**src/rtl/fault_severity_tracker.sv**
```systemverilog
// Fault severity tracker: turns level fault flags into registered severity
// (NONE / MINOR / CRITICAL), escalates bursts of minor faults through a
// leaky counter, and keeps CRITICAL (and the halt request) latched until a
// 4-phase clear handshake runs.
module fault_severity_tracker #(
   parameter int                 NUM_SRC    = 4,
   parameter logic [NUM_SRC-1:0] CRIT_MASK  = 4'b0100,
   parameter int                 ESC_THRESH = 3,
   parameter int                 WINDOW     = 8,
   parameter int                 CNT_W      = 4
) (
   input  logic               clk,
   input  logic               rst,
   input  logic [NUM_SRC-1:0] fault_in,
   input  logic               clr_req,
   output logic               clr_ack,
   output logic [1:0]         fault_type,
   output logic [NUM_SRC-1:0] fault_src,
   output logic [CNT_W-1:0]   minor_cnt,
   output logic               fault_valid,
   output logic               halt_req
);

   localparam int                 TMR_W    = (WINDOW > 2) ? $clog2(WINDOW) : 1;
   localparam logic [TMR_W-1:0]   TMR_LAST = TMR_W'(WINDOW - 1);
   localparam logic [CNT_W-1:0]   CNT_MAX  = {CNT_W{1'b1}};
   localparam logic [CNT_W:0]     ESC_VAL  = (CNT_W + 1)'(ESC_THRESH);

   // The state encoding doubles as the fault_type output code.
   typedef enum logic [1:0] {
      ST_NONE  = 2'b00,
      ST_MINOR = 2'b01,
      ST_CRIT  = 2'b10
   } state_t;

   state_t             state_q, state_d;
   logic [NUM_SRC-1:0] fault_prev_q;
   logic [NUM_SRC-1:0] src_q, src_d;
   logic [CNT_W-1:0]   cnt_q, cnt_d;
   logic [TMR_W-1:0]   timer_q, timer_d;
   logic               ack_q, ack_d;
   logic               valid_q;
   logic               halt_q;

   logic [NUM_SRC-1:0] evt;
   logic               any_evt;
   logic               crit_evt;
   logic               min_evt;
   logic               clear_exec;
   logic               decay;
   logic [CNT_W:0]     cnt_plus1;
   logic               esc_hit;

   // Rising-edge detect per source: a held level yields a single event.
   for (genvar gi = 0; gi < NUM_SRC; gi++) begin : g_evt
      assign evt[gi] = fault_in[gi] & ~fault_prev_q[gi];
   end

   assign any_evt    = |evt;
   assign crit_evt   = |(evt & CRIT_MASK);
   assign min_evt    = |(evt & ~CRIT_MASK);
   // A pending clear yields to any event in the same cycle; it retries next cycle.
   assign clear_exec = clr_req & ~ack_q & ~any_evt;
   // Escalation is judged on the pre-saturation count so a saturated counter still escalates.
   assign cnt_plus1  = {1'b0, cnt_q} + 1'b1;
   assign esc_hit    = (cnt_plus1 >= ESC_VAL);

   // Leaky counter, decay timer, sticky source mask and clear acknowledge.
   always_comb begin
      cnt_d   = cnt_q;
      timer_d = timer_q;
      decay   = 1'b0;
      src_d   = src_q | evt;
      ack_d   = ack_q;

      if (clear_exec) begin
         cnt_d   = '0;
         timer_d = '0;
         src_d   = '0;
      end else if (min_evt) begin
         timer_d = '0;
         if (cnt_q != CNT_MAX) begin
            cnt_d = cnt_q + 1'b1;
         end
      end else if (cnt_q != '0) begin
         if (timer_q == TMR_LAST) begin
            cnt_d   = cnt_q - 1'b1;
            timer_d = '0;
            decay   = 1'b1;
         end else begin
            timer_d = timer_q + 1'b1;
         end
      end else begin
         timer_d = '0;
      end

      if (clear_exec) begin
         ack_d = 1'b1;
      end else if (ack_q && !clr_req) begin
         ack_d = 1'b0;
      end
   end

   // Severity transitions: CRITICAL dominates and is left only through a clear.
   always_comb begin
      state_d = state_q;
      if (clear_exec) begin
         state_d = ST_NONE;
      end else if (crit_evt || (min_evt && esc_hit)) begin
         state_d = ST_CRIT;
      end else if (state_q == ST_NONE && min_evt) begin
         state_d = ST_MINOR;
      end else if (state_q == ST_MINOR && decay && cnt_d == '0) begin
         state_d = ST_NONE;
      end
   end

   // All state and outputs update together; reset clears everything, including an in-flight clear.
   always_ff @(posedge clk) begin
      if (rst) begin
         state_q      <= ST_NONE;
         fault_prev_q <= '0;
         src_q        <= '0;
         cnt_q        <= '0;
         timer_q      <= '0;
         ack_q        <= 1'b0;
         valid_q      <= 1'b0;
         halt_q       <= 1'b0;
      end else begin
         state_q      <= state_d;
         fault_prev_q <= fault_in;
         src_q        <= src_d;
         cnt_q        <= cnt_d;
         timer_q      <= timer_d;
         ack_q        <= ack_d;
         valid_q      <= any_evt;
         halt_q       <= (state_d == ST_CRIT);
      end
   end

   assign fault_type  = state_q;
   assign fault_src   = src_q;
   assign minor_cnt   = cnt_q;
   assign fault_valid = valid_q;
   assign clr_ack     = ack_q;
   assign halt_req    = halt_q;

endmodule
```
**config.mk**
```make
export PLATFORM = sky130hd
export DESIGN_NAME = fault_severity_tracker
export DESIGN_NICKNAME = d
export VERILOG_FILES = /design/src/rtl/fault_severity_tracker.sv
export SDC_FILE = /design/constraint.sdc
export NUM_CORES = 1
export LEC_CHECK = 0
export ABC_AREA = 0
export BUFFER_PORTS_ARGS = -buffer_cell sky130_fd_sc_hd__buf_2
export CAP_MARGIN = 20
export CORE_MARGIN = 10
export CORE_UTILIZATION = 36
export CTS_BUF_LIST = sky130_fd_sc_hd__clkbuf_4
export DETAILED_ROUTE_END_ITERATION = 7
export GPL_ROUTABILITY_DRIVEN = 0
export GPL_TIMING_DRIVEN = 0
export HOLD_SLACK_MARGIN = 0.1
export PLACE_DENSITY_LB_ADDON = 0.12
export RECOVER_POWER = 100
export SLEW_MARGIN = 10
export SYNTH_ARGS = -nofsm -noshare
export SYNTH_HDL_FRONTEND = slang
export SYNTH_SLANG_ARGS = --single-unit
```
**constraint.sdc**
```tcl
create_clock -name clk -period 1.9 [get_ports clk]
set_input_delay 0.19 -clock clk [delete_from_list [all_inputs] [get_ports clk]]
set_output_delay 0.19 -clock clk [all_outputs]
set_load 0.03 [all_outputs]
```
Yosys cells after proc, flatten, opt, wreduce, memory -nomap -nowiden. Index checks and enable logic that the tools add are counted.

Register bits after elaboration: 20. Input bits: 7. Logic and storage cells: 61.

Add/subtract/negate cells: 4. Order comparisons: 1. Equal/unequal tests: 4. Muxes and demuxes: 15. Bitwise operators: 14. Reduce and logical (&&, ||, !) cells: 15.

Operators with widths (number): 2-to-1 mux 4 bit (5); 2-to-1 mux 2 bit (4); inverter 1 bit (7); OR reduction 7 bit (1); bitwise AND 1 bit (6); 2-to-1 mux 1 bit (6); adder 4 x 1 -> 5 bit, second input constant (1); greater-or-equal comparator 5 x 2 -> 1 bit, second input constant (1); logical AND 1 bit (5); adder 4 x 1 -> 4 bit, second input constant (1); logical NOT 4 bit (1); inequality test 4 bit, second input constant (1); bitwise OR 4 bit (1); nonzero test 4 bit (1); OR reduction 4 bit (1); subtractor 4 x 1 -> 4 bit, second input constant (1); adder 3 x 1 -> 3 bit, second input constant (1); == test 3 bit, second input constant (1); OR reduction 3 bit (1); == test 2 x 1 -> 1 bit, second input constant (1); == test 2 bit, second input constant (1); logical NOT 2 bit (1); nonzero test 2 bit (1); OR reduction 2 bit (1); 2 further kinds (2).

Longest topological paths before layout. Gate-level depths: netlist of the first run.

Depth in word-level cells: 13. Depth in mapped cells: 7. Depth with buffers taken out: 7.

Worst setup path after synthesis of the first run. Ideal clock, no wire load.

Path type: register to register. From: register cnt_q[0] (netlist: minor_cnt[0]). To: register state_q[0] (netlist: fault_type[0]). Library setup time: 103 ps. Data arrival time: 1924 ps. Required time: 1797 ps. Slack: -128 ps. Stages on the path, launching flop included: 7. Cells stage by stage: dfxtp_1 -> inv_1 -> ha_1 -> nor2b_1 -> o41ai_1 -> nand2_1 -> a2111oi_2.

Longest elaborated chain between the ends: 11. Elaborated cells between the ends (all ways): 23.

RTL lines: from (decl) (RTL line 39) `logic [CNT_W-1:0] cnt_q, cnt_d;`; from (signal assigned) (RTL line 133) `cnt_q <= cnt_d;`; subtractor 4 x 1 -> 4 bit (RTL line 87) `cnt_d = cnt_q - 1'b1;`; 2-to-1 mux 4 bit (RTL line 86) `if (timer_q == TMR_LAST) begin`; 2-to-1 mux 4 bit (RTL line 85) `end else if (cnt_q != '0) begin`; 2-to-1 mux 4 bit (RTL line 80) `end else if (min_evt) begin`; 2-to-1 mux 4 bit (RTL line 76) `if (clear_exec) begin`; logical NOT 4 bit (RTL line 113) `end else if (state_q == ST_MINOR && decay && cnt_d == '0) begin`; logical AND 1 bit (RTL line 113); 2-to-1 mux 2 bit (RTL line 113); 2-to-1 mux 2 bit (RTL line 111) `end else if (state_q == ST_NONE && min_evt) begin`; 2-to-1 mux 2 bit * (RTL line 109) `end else if (crit_evt || (min_evt && esc_hit)) begin`; 2-to-1 mux 2 bit * (RTL line 107) `if (clear_exec) begin`; to (signal assigned) (RTL line 130) `state_q <= state_d;`; to (decl) (RTL line 36) `state_t state_q, state_d;`.

Every way passes the cells marked *; elsewhere a longest branch is shown, timed or not. A chain may end at the register's enable or synchronous reset.

Worst setup path after layout of the first run.
From: register cnt_q[1] (netlist: minor_cnt[1]). To: register halt_q (netlist: halt_req).

Longest elaborated chain between the ends: 12. Elaborated cells between the ends (all ways): 24.

RTL lines: subtractor 4 x 1 -> 4 bit (RTL line 87); 2-to-1 mux 4 bit (RTL line 86); 2-to-1 mux 4 bit (RTL line 85); 2-to-1 mux 4 bit (RTL line 80); 2-to-1 mux 4 bit (RTL line 76); logical NOT 4 bit (RTL line 113); logical AND 1 bit (RTL line 113); 2-to-1 mux 2 bit (RTL line 113); 2-to-1 mux 2 bit (RTL line 111); 2-to-1 mux 2 bit * (RTL line 109); 2-to-1 mux 2 bit * (RTL line 107); == test 2 bit * (RTL line 137) `halt_q <= (state_d == ST_CRIT);`; to (signal assigned) (RTL line 137); to (decl) (RTL line 43) `logic halt_q;`.

Marks and branches as above.

==> results of run 1 <==
per-stage QoR:
step | cells | hold WS [ps] | setup slack [ps] | utilization | total power [µW]
floorplan | 107 | 318 | 28.7 | - | 661
global route | 165 | 131 | -11.4 | 0.470 | 1020
detailed placement | 157 | 412 | -139 | 0.420 | 728
CTS | 160 | 114 | 3.66 | 0.443 | 950
finish | 165 | 127 | 52.0 | 0.470 | 954
global placement | 157 | 408 | -125 | 0.420 | 726
flip-flops by register name, indices dropped and copies added, names as in the netlist:
signal        count
clr_ack           1
fault_prev_q      4
fault_src         4
fault_type        2
fault_valid       1
halt_req          1
minor_cnt         4
timer_q           3
how the worst min path moves through the flow:
| stage | start | end | slack (ps) |
|---|---|---|---|
| floorplan | fault_in[0] | fault_prev_q[0] | 320 |
| global placement | timer_q[0] | timer_q[0] | 410 |
| detailed placement | timer_q[0] | timer_q[0] | 410 |
| CTS | fault_in[0] | fault_prev_q[0] | 110 |
| global route | fault_in[2] | fault_prev_q[2] | 130 |
| finish | fault_in[0] | fault_prev_q[0] | 130 |
where the power goes:
part / switching, µW / internal (µW)
Sequential: 27.2 / 452
Combinational: 165 / 119
Clock: 117 / 73.7
layout make-up:
type                       instances  area [µm²]
fill                             274        1450
multi-input combinational         81         664
sequential                        20         409
timing repair buffer              24         120
tap                               31        38.8
buffer                             4        23.8
clock buffer                       3        22.5
inverter                           2        7.51
metal layers:
metal | GRT usage | routed length [µm] | vias up
met5 | 0 | 0 | -
met4 | 0.0443 | 20 | 0
met3 | 0.0354 | 152 | 2
met2 | 0.136 | 1010 | 19
met1 | 0.109 | 1150 | 410
li1 | - | - | 442
timing repair:
item,CTS,global route
pin swaps,1,5
gates cloned,0,0
endpoints found under the setup margin,3,6
gates resized for setup,8,12
buffers inserted,0,5
hold endpoints to repair,0,0
cells in the final DEF, fill, tap and decap left out, types with 2 or more instances in the layout:
master,instances
clkbuf_1,12
dfxtp_1,17
nor2_1,11
a31oi_1,2
nand2b_1,2
and3_1,3
inv_1,2
o21ai_0,4
buf_4,5
o21a_1,5
nor2b_1,8
nand3b_1,2
ha_4,3
buf_2,9
dfxtp_4,2
a21oi_1,3
ha_1,2
nand2_1,6
nor2b_4,2
and2_1,3
clkbuf_4,3
worst max-delay path, delay by kind of cell, from the launching register on:
family,cells,cell delay (ps)
flops,1,410
compound gates,2,550
buf+inv,2,240
fa+ha+maj,1,270
simple gates,2,280
cells by family after synthesis:
group | synth area share
buffers and inverters | 0.0297
flip-flops | 0.396
multiplexers | 0.00989
XOR/XNOR | 0.00865
adder cells (fa/ha/maj) | 0.0618
AO/OA/AOI/OAI | 0.185
AND/OR/NAND/NOR | 0.309
==> flow_metrics.env, run 1 <==
export IMPL_via_per_inst=5.29
export IMPL_synth_most_common_cell="dfxtp_1"
export IMPL_grt_pass1_wl_mm=3.90
export IMPL_vias=873
export IMPL_cts_buffers=3
export IMPL_fin_nets=148
export IMPL_dr_pass1_iters=4
export IMPL_clockRootBuffer="clkbuf_4"
export IMPL_synth_area_mm2=0.00101
export IMPL_synthTopCellsByCount="20 x dfxtp_1, 11 x nor2_1, 8 x nor2b_1"
export IMPL_slew_violations=0
export IMPL_clock_latency_ps=290
export IMPL_setup_viol=0
export IMPL_post_route_period_util=0.973
export IMPL_worstRegToRegCells=7
export IMPL_syn_num_nets=119
export IMPL_initial_core_util=0.370
export IMPL_cp_max_fo=8
export IMPL_fin_tns_setup_ps=0
export IMPL_synth_cells=107
export IMPL_area_delta_synth_final_pct=27.1
export IMPL_critical_path_startpoint="minor_cnt[1]"
export IMPL_holdCritPathClass="input pin to flip-flop"
export IMPL_drcViolationCount=0
export IMPL_cp_endpoint="halt_req"
export IMPL_synth_area_leaders="dfxtp_1 40%, ha_1 6.2%, nor2b_1 4.9%"
export IMPL_die_w_um=73.0
export IMPL_ios=20
export IMPL_worst_r2r_setup_slack_ps=50
export IMPL_drtIter0Drc=39
export IMPL_cts_hold_buffers=0
export IMPL_maxSlewHeadroom=0.580
export IMPL_seq_area_frac_synth=0.396
export IMPL_worstSetupPathType="flip-flop to flip-flop"
export IMPL_clockBufferDepth=2
export IMPL_leakage_uw=0.000507
export IMPL_grt_use_total=0.0904
export IMPL_cp_slowest_stage_delay_ps=410
export IMPL_cp_arrival_ps=2040
export IMPL_die_area_mm2=0.00533
export IMPL_numPortBuffers=19
export IMPL_r2r_start="minor_cnt[1]"
export IMPL_drtAntennaViolNets=0
export IMPL_drive_gt1_frac=0.291
export IMPL_fp_coreArea_mm2=0.00273
export IMPL_yosys_area_top_type_share=0.396
export IMPL_fp_row_count=19
export IMPL_clk_pin_slew_worst_paths_ps=100
export IMPL_maxCapViolations=0
export IMPL_dp_hpwl_mm=1.68
export IMPL_yosysWarnings=0
export IMPL_floorplan_die_height_um=73.0
export IMPL_cp_cell_sequence="inv_1, ha_4, nor2b_1, o41ai_2, nand2_1, buf_4, a21bo_2"
export IMPL_tritoncts="done"
export IMPL_synth_top_area_cell="dfxtp_1"
export IMPL_max_freq_mhz=541
export IMPL_antenna_diode_count=0
export IMPL_cts_sinks=20
export IMPL_antenna_found_initial=0
export IMPL_synth_distinct_cells=39
export IMPL_hold_depth=2
export IMPL_post_route_cell_area_mm2=0.00129
export IMPL_worst_setup_path_end_kind="flip-flop"
export IMPL_r2r_end="halt_req"
export IMPL_grt_pass1_vias=888
export IMPL_wl_per_cell_um=14.1
export IMPL_finalHoldViolCount=0
export IMPL_syn_area_per_cell_um2=9.46
export IMPL_ys_flop_type="dfxtp_1"
export IMPL_status="finished clean"
export IMPL_ir_drop_mv=0.419
export IMPL_start_kind="flip-flop"
export IMPL_grt_max_degree=11
export IMPL_post_dp_cell_area_mm2=0.00115
export IMPL_fin_crit_ps=1850
export IMPL_gr_total_overflow=0
export IMPL_p_per_area_mw_per_mm2=742
export IMPL_synth_edf_count=0
export IMPL_synthArstFlopShare=0
export IMPL_crit_required_ps=2090
export IMPL_cts_htree_levels=1
export IMPL_cpMaxStageDelayCell="dfxtp_4"
export IMPL_drt_total_wl_mm=2.33
export IMPL_fin_skew_ps=2.61
export IMPL_worst_pin_slew_ps=623
export IMPL_ys_ff_latch=20
(Power assumes the default switching activity.)
==> inputs of run 2 (changes only) <==
Settings changed: BUFFER_PORTS_ARGS -buffer_cell sky130_fd_sc_hd__buf_2 to unset, DONT_BUFFER_PORTS set to 1.
==> run 2 against run 1 <==
Compared with the run above:
- global-route usage grew 0.46 points
- worst setup slack lost 28 ps
- via count shrank 3.6%
- core utilization grew 1.3 points
- non-clock buffer count shrank 11
- cell count shrank 6.1%
- hold slack gained 40 ps
- die area is the same
- maximum frequency shrank 1.5%
- first-iteration DRC count grew to 2.7 times the previous value
- sequential power grew 13%
==> flow_metrics.env, run 2 (same netlist as run 1, synthesis figures left out) <==
export IMPL_status="finished clean"
export IMPL_finalHoldViolCount=0
export IMPL_cp_max_fo=7
export IMPL_grt_pass1_vias=852
export IMPL_cp_arrival_ps=2070
export IMPL_fin_crit_ps=1880
export IMPL_ir_drop_mv=0.405
export IMPL_fp_row_count=19
export IMPL_layout_commonest_cell="dfxtp_1"
export IMPL_grt_max_degree=12
export IMPL_slew_violations=0
export IMPL_vias=842
export IMPL_cp_num_buf_inv=2
export IMPL_dp_hpwl_mm=1.71
export IMPL_antenna_found_initial=0
export IMPL_cpMaxStageDelayCell="dfxtp_4"
export IMPL_clock_latency_ps=290
export IMPL_cts_buffers=3
export IMPL_post_route_period_util=0.988
export IMPL_wl_per_cell_um=16.1
export IMPL_leakage_uw=0.000491
export IMPL_grt_use_total=0.0950
export IMPL_via_per_inst=5.43
export IMPL_cp_cell_sequence="inv_4, ha_4, nor2b_1, o41ai_2, nand2_1, buf_6, a21bo_2"
export IMPL_floorplan_die_height_um=73.0
export IMPL_fp_coreArea_mm2=0.00273
export IMPL_initial_core_util=0.370
export IMPL_clockBufferDepth=2
export IMPL_clk_pin_slew_worst_paths_ps=110
export IMPL_drt_total_wl_mm=2.49
export IMPL_holdCritPathClass="input pin to flip-flop"
export IMPL_die_w_um=73.0
export IMPL_drive_gt1_frac=0.306
export IMPL_crit_required_ps=2100
export IMPL_maxCapViolations=0
export IMPL_tritoncts="done"
export IMPL_cts_htree_levels=1
export IMPL_area_delta_synth_final_pct=30.5
export IMPL_cp_slowest_stage_delay_ps=500
export IMPL_fin_skew_ps=1.40
export IMPL_drcViolationCount=0
export IMPL_drtIter0Drc=104
export IMPL_p_per_area_mw_per_mm2=734
export IMPL_fin_nets=137
export IMPL_hold_slack_ps=166
export IMPL_worst_setup_path_end_kind="flip-flop"
export IMPL_nFillCells=252
export IMPL_die_area_mm2=0.00533
export IMPL_setup_viol=0
export IMPL_final_cell_mix="15 x dfxtp_1, 11 x nor2_1, 8 x nor2b_1, 6 x dlygate4sd3_1"
export IMPL_antenna_diode_count=0
export IMPL_cts_sinks=20
export IMPL_fin_tns_setup_ps=0
export IMPL_numPortBuffers=0
export IMPL_worstSetupPathType="flip-flop to flip-flop"
export IMPL_worst_pin_slew_ps=626
export IMPL_clockRootBuffer="clkbuf_4"
export IMPL_drtAntennaViolNets=0
export IMPL_maxSlewHeadroom=0.577
export IMPL_start_kind="flip-flop"
export IMPL_path_delay_family="compound AO/OA/AOI/OAI gates"
export IMPL_dr_pass1_iters=4
export IMPL_ios=20
export IMPL_rsz0062_at_grt="yes"
export IMPL_gr_total_overflow=0
export IMPL_max_freq_mhz=533
export IMPL_grt_pass1_wl_mm=4.15
## run 2: per-stage QoR
| stage | setup WS [ps] | area [µm²] | utilization | power [µW] | std cells |
|---|---|---|---|---|---|
| final | 23.5 | 1320 | 0.483 | 970 | 155 |
| after global routing | -36.3 | 1320 | 0.483 | 1030 | 155 |
| after CTS | 13.9 | 1200 | 0.440 | 954 | 150 |
| after detailed placement | -291 | 1050 | 0.385 | 701 | 138 |
| after global placement | -250 | 1050 | 0.385 | 698 | 138 |
| after floorplan | 28.7 | 1010 | - | 661 | 107 |
## run 2: routing by layer
layer,vias up,track usage,wire [µm]
li1,420,-,-
met1,400,0.121,1170
met2,18,0.141,1060
met3,4,0.0354,235
met4,0,0.0338,19
met5,-,0,0
## run 2: worst paths after layout
kind,to,from,cells past startpoint,slack (ps)
worst max-delay path,halt_req,minor_cnt[0],7,20
worst max register to register,halt_req,minor_cnt[0],7,20
worst min-delay path,fault_src[0],rst,2,170
worst min register to register,timer_q[0],timer_q[0],1,450
## run 2: area by class of cell
class | instances | area [µm²] | area share
inverter | 2 | 12.5 | 0.00947
sequential | 20 | 414 | 0.313
clock inverter | 1 | 3.75 | 0.00284
timing repair buffer | 13 | 109 | 0.0824
buffer | 4 | 25.0 | 0.0189
tap | 31 | 38.8 | 0.0294
clock buffer | 3 | 22.5 | 0.0170
multi-input combinational | 81 | 696 | 0.527
## run 2: power breakdown
group / internal (µW) / switching, µW
clock network: 76.3 / 123
registers: 452 / 91.1
logic: 118 / 110
## run 2: worst register-to-register path, stage by stage, from the launching register on
cell and delay [ps]:
dfxtp_4 500, inv_4 60, ha_4 230, nor2b_1 140, o41ai_2 330, nand2_1 170, buf_6 150, a21bo_2 200
## run 2: repair_timing
item	4_1_cts	5_1_grt
setup endpoints to repair	6	2
gates cloned	0	0
gates resized for setup	18	15
endpoints found under the hold margin	6	0
pin swaps	1	5
hold buffers	6	0
setup buffers	2	5
